**src/rtl/mpc_rsp_xbar_pkg.sv**
```systemverilog
// Shared types and sizing for the bank-to-channel response crossbar.
package mpc_types;

  localparam int unsigned NUM_BANK  = 4;
  localparam int unsigned NUM_CHN   = 3;
  localparam int unsigned CHN_ID_W  = 2;
  localparam int unsigned TAG_W     = 8;
  localparam int unsigned DATA_W    = 256;
  localparam int unsigned BANK_ID_W = 2;

  typedef struct packed {
    logic [CHN_ID_W-1:0] chan_id;
    logic [TAG_W-1:0]    tag;
    logic [DATA_W-1:0]   data;
  } rc_rsp_t;

  typedef struct packed {
    logic [BANK_ID_W-1:0] bank_id;
    logic [TAG_W-1:0]     tag;
    logic [DATA_W-1:0]    data;
  } channel_rsp_t;

endpackage

```
**src/rtl/mpc_rr_arb.sv**
```systemverilog
// Round-robin arbiter: searches upward from the pointer with wrap-around;
// the pointer moves past the winner only when advance is asserted.
module mpc_rr_arb #(
  parameter int unsigned N = 4
) (
  input  logic                                   clk,
  input  logic                                   rst_n,
  input  logic [N-1:0]                           req,
  input  logic                                   advance,
  output logic [N-1:0]                           gnt_oh,
  output logic [((N > 1) ? $clog2(N) : 1)-1:0]   gnt_idx
);

  localparam int unsigned IDX_W = (N > 1) ? $clog2(N) : 1;

  logic [IDX_W-1:0] ptr;
  logic             found;
  int unsigned      k;

  always_comb begin
    gnt_oh  = '0;
    gnt_idx = '0;
    found   = 1'b0;
    k       = 0;
    for (int unsigned i = 0; i < N; i++) begin
      k = 32'(ptr) + i;
      if (k >= N) k = k - N;
      if (!found && req[IDX_W'(k)]) begin
        found               = 1'b1;
        gnt_oh[IDX_W'(k)]   = 1'b1;
        gnt_idx             = IDX_W'(k);
      end
    end
  end

  always_ff @(posedge clk or negedge rst_n) begin
    if (!rst_n) begin
      ptr <= '0;
    end else if (advance) begin
      ptr <= (gnt_idx == IDX_W'(N - 1)) ? '0 : IDX_W'(gnt_idx + 1'b1);
    end
  end

endmodule

```
**src/rtl/mpc_rsp_xbar.sv**
```systemverilog
// Response crossbar: routes bank read completions to channels by chan_id,
// one round-robin arbiter and one registered output slice per channel.
module mpc_rsp_xbar
  import mpc_types::*;
(
  input  logic                  clk,
  input  logic                  rst_n,
  input  logic [NUM_BANK-1:0]   bank_rsp_valid,
  output logic [NUM_BANK-1:0]   bank_rsp_ready,
  input  rc_rsp_t               bank_rsp [NUM_BANK],
  output logic [NUM_CHN-1:0]    chn_rsp_valid,
  input  logic [NUM_CHN-1:0]    chn_rsp_ready,
  output channel_rsp_t          chn_rsp [NUM_CHN],
  output logic                  err_bad_chn
);

  logic [NUM_BANK-1:0]  req     [NUM_CHN];
  logic [NUM_BANK-1:0]  gnt_oh  [NUM_CHN];
  logic [BANK_ID_W-1:0] gnt_idx [NUM_CHN];
  logic [NUM_CHN-1:0]   load;
  logic [NUM_BANK-1:0]  bad;

  // Decode destinations; out-of-range ids are flagged for drop.
  always_comb begin
    bad = '0;
    for (int c = 0; c < NUM_CHN; c++) begin
      req[c] = '0;
    end
    for (int b = 0; b < NUM_BANK; b++) begin
      bad[b] = bank_rsp_valid[b] && (bank_rsp[b].chan_id >= CHN_ID_W'(NUM_CHN));
      for (int c = 0; c < NUM_CHN; c++) begin
        req[c][b] = bank_rsp_valid[b] && (bank_rsp[b].chan_id == CHN_ID_W'(c));
      end
    end
  end

  for (genvar gc = 0; gc < NUM_CHN; gc++) begin : g_arb
    mpc_rr_arb #(.N(NUM_BANK)) u_arb (
      .clk     (clk),
      .rst_n   (rst_n),
      .req     (req[gc]),
      .advance (load[gc]),
      .gnt_oh  (gnt_oh[gc]),
      .gnt_idx (gnt_idx[gc])
    );
  end

  // A slice loads when empty or popping this cycle; dropped responses are always accepted.
  always_comb begin
    load           = '0;
    bank_rsp_ready = bad;
    for (int c = 0; c < NUM_CHN; c++) begin
      load[c]        = (|req[c]) && (!chn_rsp_valid[c] || chn_rsp_ready[c]);
      bank_rsp_ready = bank_rsp_ready | (gnt_oh[c] & {NUM_BANK{load[c]}});
    end
    bank_rsp_ready = bank_rsp_ready & {NUM_BANK{rst_n}};
  end

  always_ff @(posedge clk or negedge rst_n) begin
    if (!rst_n) begin
      chn_rsp_valid <= '0;
      err_bad_chn   <= 1'b0;
      for (int c = 0; c < NUM_CHN; c++) begin
        chn_rsp[c] <= '0;
      end
    end else begin
      err_bad_chn <= |bad;
      for (int c = 0; c < NUM_CHN; c++) begin
        if (load[c]) begin
          chn_rsp_valid[c] <= 1'b1;
          chn_rsp[c]       <= '{bank_id: gnt_idx[c],
                                tag:     bank_rsp[gnt_idx[c]].tag,
                                data:    bank_rsp[gnt_idx[c]].data};
        end else if (chn_rsp_ready[c]) begin
          chn_rsp_valid[c] <= 1'b0;
        end
      end
    end
  end

endmodule

```
**config.mk**
```make
export PLATFORM = sky130hd
export DESIGN_NAME = mpc_rsp_xbar
export DESIGN_NICKNAME = d
export VERILOG_FILES = /design/src/rtl/mpc_rsp_xbar_pkg.sv /design/src/rtl/mpc_rr_arb.sv /design/src/rtl/mpc_rsp_xbar.sv
export SDC_FILE = /design/constraint.sdc
export NUM_CORES = 2
export LEC_CHECK = 0
export ABC_AREA = 1
export CORE_AREA = 10 10 733 735
export DETAILED_ROUTE_END_ITERATION = 8
export DIE_AREA = 0 0 743 745
export HOLD_SLACK_MARGIN = 0.08
export PLACE_DENSITY = 0.4
export SETUP_SLACK_MARGIN = 0.2
export SLEW_MARGIN = 30
export SYNTH_ARGS = -nofsm -noshare
export SYNTH_HDL_FRONTEND = slang
export SYNTH_SLANG_ARGS = --single-unit
```
**constraint.sdc**
```tcl
create_clock -name clk -period 3.7 [get_ports clk]
set_input_delay 0.37 -clock clk [delete_from_list [all_inputs] [get_ports clk]]
set_output_delay 0.37 -clock clk [all_outputs]
set_load 0.005 [all_outputs]
```
=== After elaboration in Yosys (flattened, before gate mapping) ===
Cells that the tools add are included.

* Input port bits: 1,073
* Memory bits (writable): 0
* Logic and storage cells: 290
* Output and inout bits: 806
* Memories kept: 0
* Bits in latches: 0
* Bits in registers: 808
* Bits in read-only memories: 0

* Muxes and demuxes: 111
* $mul: 0
* Divide/modulo/power cells: 0
* Shifts and indexed selects: 0
* Bitwise gates (word level): 19
* Magnitude comparators: 43
* Reduce and logical (&&, ||, !) cells: 66
* Add/sub/neg operators: 24
* Equality and inequality tests: 11

{| class="wikitable"
|+ Operators with widths
! operator !! count
|-
| binary-select mux 266 bit (select 2 bit) || 3
|-
| two-way mux 264 bit || 6
|-
| two-way mux 2 bit || 27
|-
| two-way mux 4 bit || 12
|-
| bitwise OR 4 bit || 12
|-
| logical AND 1 bit || 40
|-
| two-way mux 1 bit || 39
|-
| >= comparator 3 bit, second input constant || 12
|-
| less-than comparator 2 x 3 -> 1 bit, second input constant || 12
|-
| binary-select mux 1 bit (select 2 bit) || 12
|-
| demux 1 bit (select 2 bit) || 12
|-
| >= comparator 2 x 1 -> 1 bit, second input constant || 12
|-
| subtractor 2 x 1 -> 2 bit, second input constant || 12
|-
| adder 2 x 2 -> 3 bit, second input constant || 6
|-
| AND 4 bit || 4
|-
| OR reduction 4 bit || 4
|-
| == test 2 bit, second input constant || 7
|-
| zero test 1 bit || 12
|-
| adder 2 x 1 -> 3 bit, second input constant || 3
|-
| >= comparator 2 x 3 -> 1 bit, second input constant || 3
|-
| inverter 2 -> 3 bit || 3
|-
| == test 2 x 1 -> 1 bit, second input constant || 4
|-
| >= comparator 2 bit, second input constant || 4
|-
| zero test 2 bit || 4
|-
| other kinds (3) || 9
|}

=== Depth between registers and ports, before layout ===
* Depth after elaboration: 19
* Gate-level depth with buffers: 19
* Mapped depth without buffers: 16

=== Modules after synthesis ===
Synthesis repeated with hierarchy kept, for this count alone.

* Cell total of the unflattened synthesis: 8,493
* Area total of the unflattened synthesis: 54,527.3 µm²

{| class="wikitable"
|+ By module, submodules not included
! module !! area each (µm²) !! instances !! sequential area each (µm²) !! cells each
|-
| mpc_rsp_xbar || 52,733.1 || 1 || 20,069.2 || 8,216
|-
| mpc_rr_arb at g_arb[2].u_arb || 634.4 || 1 || 50.0 || 96
|-
| mpc_rr_arb at g_arb[0].u_arb || 581.8 || 1 || 50.0 || 92
|-
| mpc_rr_arb at g_arb[1].u_arb || 578.1 || 1 || 50.0 || 89
|}

=== Worst setup path after synthesis ===
Ideal clock, no wire load.

* Path kind: reg2reg
* Start: reg g_arb[2].u_arb.ptr[0]
* End: reg g_arb[2].u_arb.ptr[1]
* Arrival time: 2.444 ns
* Period minus slack after synthesis: 2.578 ns
* Setup slack: 1.122 ns
* Setup time: 0.134 ns
* Stages on the path, launching flop included: 17
* Buffers on the path: 3
* Required time: 3.566 ns
* Cells stage by stage: dfrtp_1 buf_2 inv_2 ha_1 inv_1 nand3_1 nand2_1 nor2_2 nor2_2 nand2_4 nand2_2 buf_2 buf_2 inv_1 ha_1 nand2_1 o21ai_0

* Word-level cells in the longest chain between the ends: 16
* Elaborated cells on any way between the ends: 39
* Classes of those cells: add/sub: 8; order compare: 4; eq/ne: 1; mux: 20; reduce/logical: 6

{| class="wikitable"
|+ RTL lines
! what !! RTL line !! source
|-
| from (decl) || mpc_rr_arb.sv:16 || <nowiki>logic [IDX_W-1:0] ptr;</nowiki>
|-
| from (signal assigned) || mpc_rr_arb.sv:40 || <nowiki>ptr <= (gnt_idx == IDX_W'(N - 1)) ? '0 : IDX_W'(gnt_idx + 1'b1);</nowiki>
|-
| branches (longest 13 deep; another with adder 2 x 1 -> 3 bit) || -- ||
|-
| two-way mux 2 bit (*) || mpc_rr_arb.sv:28 || <nowiki>if (!found && req[IDX_W'(k)]) begin</nowiki>
|-
| net g_arb[2].u_arb.gnt_idx (one bit) || mpc_rr_arb.sv:11 || <nowiki>output logic [((N > 1) ? $clog2(N) : 1)-1:0] gnt_idx</nowiki>
|-
| adder 2 x 1 -> 2 bit or == test 2 bit (tied branches) || mpc_rr_arb.sv:40 ||
|-
| two-way mux 2 bit (*) || mpc_rr_arb.sv:40 ||
|}

Mark *: on every way through the listed nets, which the timed path passes. The select of a mux whose other input is x is not followed.
A chain may end at the register's enable or synchronous reset.

=== Worst setup path after layout ===
* Start: reg g_arb[2].u_arb.ptr[1]
* End: out bank_rsp_ready[2]

* Word-level cells in the longest chain between the ends: 17
* Elaborated cells on any way between the ends: 62
* Classes of those cells: add/sub: 7; order compare: 12; mux: 27; bitwise: 6; reduce/logical: 10

{| class="wikitable"
|+ RTL lines
! what !! RTL line !! source
|-
| branches (longest 13 deep; another with adder 2 x 1 -> 3 bit) || -- ||
|-
| two-way mux 4 bit (*) || mpc_rr_arb.sv:28 ||
|-
| AND 4 bit (*) || mpc_rsp_xbar.sv:54 || <nowiki>bank_rsp_ready = bank_rsp_ready | (gnt_oh[c] & {NUM_BANK{load[c]}});</nowiki>
|-
| bitwise OR 4 bit (*) || mpc_rsp_xbar.sv:54 ||
|-
| AND 4 bit (*) || mpc_rsp_xbar.sv:56 || <nowiki>bank_rsp_ready = bank_rsp_ready & {NUM_BANK{rst_n}};</nowiki>
|-
| to (decl) || mpc_rsp_xbar.sv:9 || <nowiki>output logic [NUM_BANK-1:0] bank_rsp_ready,</nowiki>
|}

Every way passes the cells marked *. The select of a mux whose other input is x is not followed.

==> flow_summary.ini <==
[run_status]
status = finished clean

[layout]
final_util_pct = 18.9
layout_commonest_cell = nand2_1
final_area_sq_um = 99000
layout.cells.non_filler = 20000
fillers = 60200
area_growth_pct = 55.3
nets = 13900
layout-drive-gt1-share_pct = 6.64
mostFrequentLayoutCells = nand2_1 (5,311), nand3_1 (2,758), clkdlybuf4s50_1 (1,866)

[synthesis]
ys_seq_elements = 808
syn-cell-area_sq_um = 63800
postSynthAreaPerCell_sq_um = 5.74
syn_inst = 11100
yosys.area_share.simple_pct = 53.8
synth_mux_area_share_pct = 0
synth_cell_types = 32
synth_adder_area_share_pct = 0.510
yosys_warnings = 0
synth-xor-area-share_pct = 0
synth_top_family_by_area = simple AND/OR/NAND/NOR gates
syn_nets = 12200
synth-compound-area-share_pct = 1.34
seq_area_frac_synth_pct = 31.7

[placed_design]
io_buffers = 1878
dpl_cell_area_sq_um = 93800
place.gp.congestion = 0.959
dp.cells = 19600
dpl.hpwl_microns = 499000

[timing]
min_period_over_period_pct = 91.9
whs_ns = 0.213
maxSlewViolCount = 0
max_freq_mhz = 294
maxSlewHeadroom_pct = 29.1
setup_viol = 0
tightest_slew_ns = 1.06
worst_clock_skew_ns = 0.0819
hold_viol = 0
grt_setup_unrepaired = true
fin_crit_ns = 3.40

[min_path]
min_path_type = input port to flip-flop
whs_path_depth = 5

[global_routing]
overflow = 0
grt_pass1_wl_microns = 803000
grt_use_total_pct = 21.1
grt_max_degree = 109
antenna_found_initial = 179
first_global_vias = 81600

[worst_setup_path]
required_ns = 3.33
cp_slowest_cell = dfrtp_2
crit_path_max_incr_delay_ns = 0.42
cp_max_fo = 6
crit_chain = inv_4 -> ha_4 -> inv_2 -> nand3_1 -> nand2_2 -> nor2_4 -> a21boi_0 -> nand3_1 -> nand2_2 -> nand2_2 -> nor2_4 -> nor2_4 -> buf_6 -> clkdlybuf4s15_1
cp-start-kind = flip-flop
r2r_cells = 17
worst-path-buf-inv = 4
crit_path_end_kind = output port
cp.depth = 14
critPathTopFamily = simple AND/OR/NAND/NOR gates
criticalPathCategory = flip-flop to output port
crit_arrival_ns = 3.03

[power_and_ir_drop]
power_mw = 144
p_per_area_nw_per_um2 = 1450
power_leakage_nw = 50.3
ir_worst_vdd_v = 0.000766

[drt]
drt_wl_total_microns = 614000
avgRoutedWirePerCell_microns = 30.7
antenna_left = 0
first_pass_iters = 8
via_per_inst = 4.24
vias = 84700
drt_iter0_drc = 8396
drc = 0

[job]
maxCapViolations = 0

[clock_tree]
cts_buffer_depth = 4
clk_latency_ns = 0.87
clkTransAtPathRegs_ns = 0.06
ctsRootBufferMaster = clkbuf_16
htree_levels = 4
cts.sinks = 808
tritoncts = done
cts_buffers = 136

[die]
num_rows = 266
dieHeight_microns = 745
die_area_sq_um = 554000
die_w_microns = 743
core-area_sq_um = 523000
ios = 1879
initial_core_util_pct = 12.2
## layer usage
layer	global-route usage, %	part of all wire [%]	vias up
met1	24.5	39	41200
met2	35.1	46	4210
li1	-	-	38200
met4	10.8	6.1	90
met5	0	0.10	-
met3	6.32	8.8	929
## sequential cells by signal, summed over array words and instances (netlist names)
| register | flops |
|---|---|
| g_arb.u_arb.ptr | 6 |
| chn_rsp_valid | 3 |
| err_bad_chn | 1 |
| chn_rsp | 798 |
## Yosys cell counts (all sizes together)
master   count  area (sq um)
o21ai      146           738
inv       1089          4090
a21boi       4          30.0
o21a         3          22.5
nand3     2772         13900
nand4       17           106
a21oi        5          28.8
nor2        41           228
nand3b       2          15.0
clkbuf     330          1240
buf        522          2710
a2bb2oi      1          8.76
dfrtp      808         20200
nor3         1          10.0
o22ai        3          18.8
nand2     5338         20100
ha          26           325
a221oi       1          8.76
## repair_timing
| action | 4_1_cts | 5_1_grt |
|---|---|---|
| hold buffers | 1 | 0 |
| endpoints found under the hold margin | 57 | 0 |
| setup buffers | 13 | 7 |
| setup endpoints to repair | 4 | 4 |
| gates cloned | 0 | 0 |
| gates resized for setup | 41 | 32 |
| pin swaps | 13 | 11 |
## tightest hold or removal path, delay by kind of cell
family,cells,cell delay [ns]
simple gates,3,0.17
buf+inv,1,0.42
compound gates,1,0.06
## layout make-up
cell class                      count  area, sq um  area share, %
Clock inverter                     55          781          0.789
Inverter                         1089         4120           4.16
Antenna cell                       70          175          0.177
Clock buffer                      183         3790           3.83
Timing Repair Buffer             2429        25300           25.6
Tap cell                         6968         8720           8.81
Multi-Input combinational cell   8360        35900           36.2
Sequential cell                   808        20200           20.4
## where the power goes
part	switching, mW	internal (mW)	total, mW
clock network	5.84	8.16	14.0
registers	3.91	13.3	17.2
logic	75.1	37.4	113
## through the flow
stage	setup TNS, ns	worst slack (ns)
2_1_floorplan	0	1.12
3_3_place_gp	-0.146	-0.146
3_5_place_dp	-0.118	-0.118
4_1_cts	0	0.105
5_1_grt	0	0.157
6_report	0	0.299
## final timing paths
| kind | from | to | slack, ns |
|---|---|---|---|
| max | g_arb[2].u_arb.ptr[1] | bank_rsp_ready[2] | 0.30 |
| min | bank_rsp[270] | chn_rsp[536] | 0.21 |
| max reg2reg | g_arb[2].u_arb.ptr[0] | chn_rsp[114] | 0.55 |
| min reg2reg | chn_rsp[692] | chn_rsp[692] | 0.48 |
| max in group asynchronous | rst_n | chn_rsp[328] | 2.08 |
| min in group asynchronous | rst_n | chn_rsp[443] | 0.24 |
## logic make-up (layout without fill, tap and decap cells)
family | Yosys count | after routing
AND/OR/NAND/NOR | 8171 | 8171
buffers and inverters | 1941 | 3756
flip-flops | 808 | 808
AO/OA/AOI/OAI | 163 | 163
adder cells (fa/ha/maj) | 26 | 26
other | 0 | 70
Note: power is estimated with default switching activity, not from simulation.
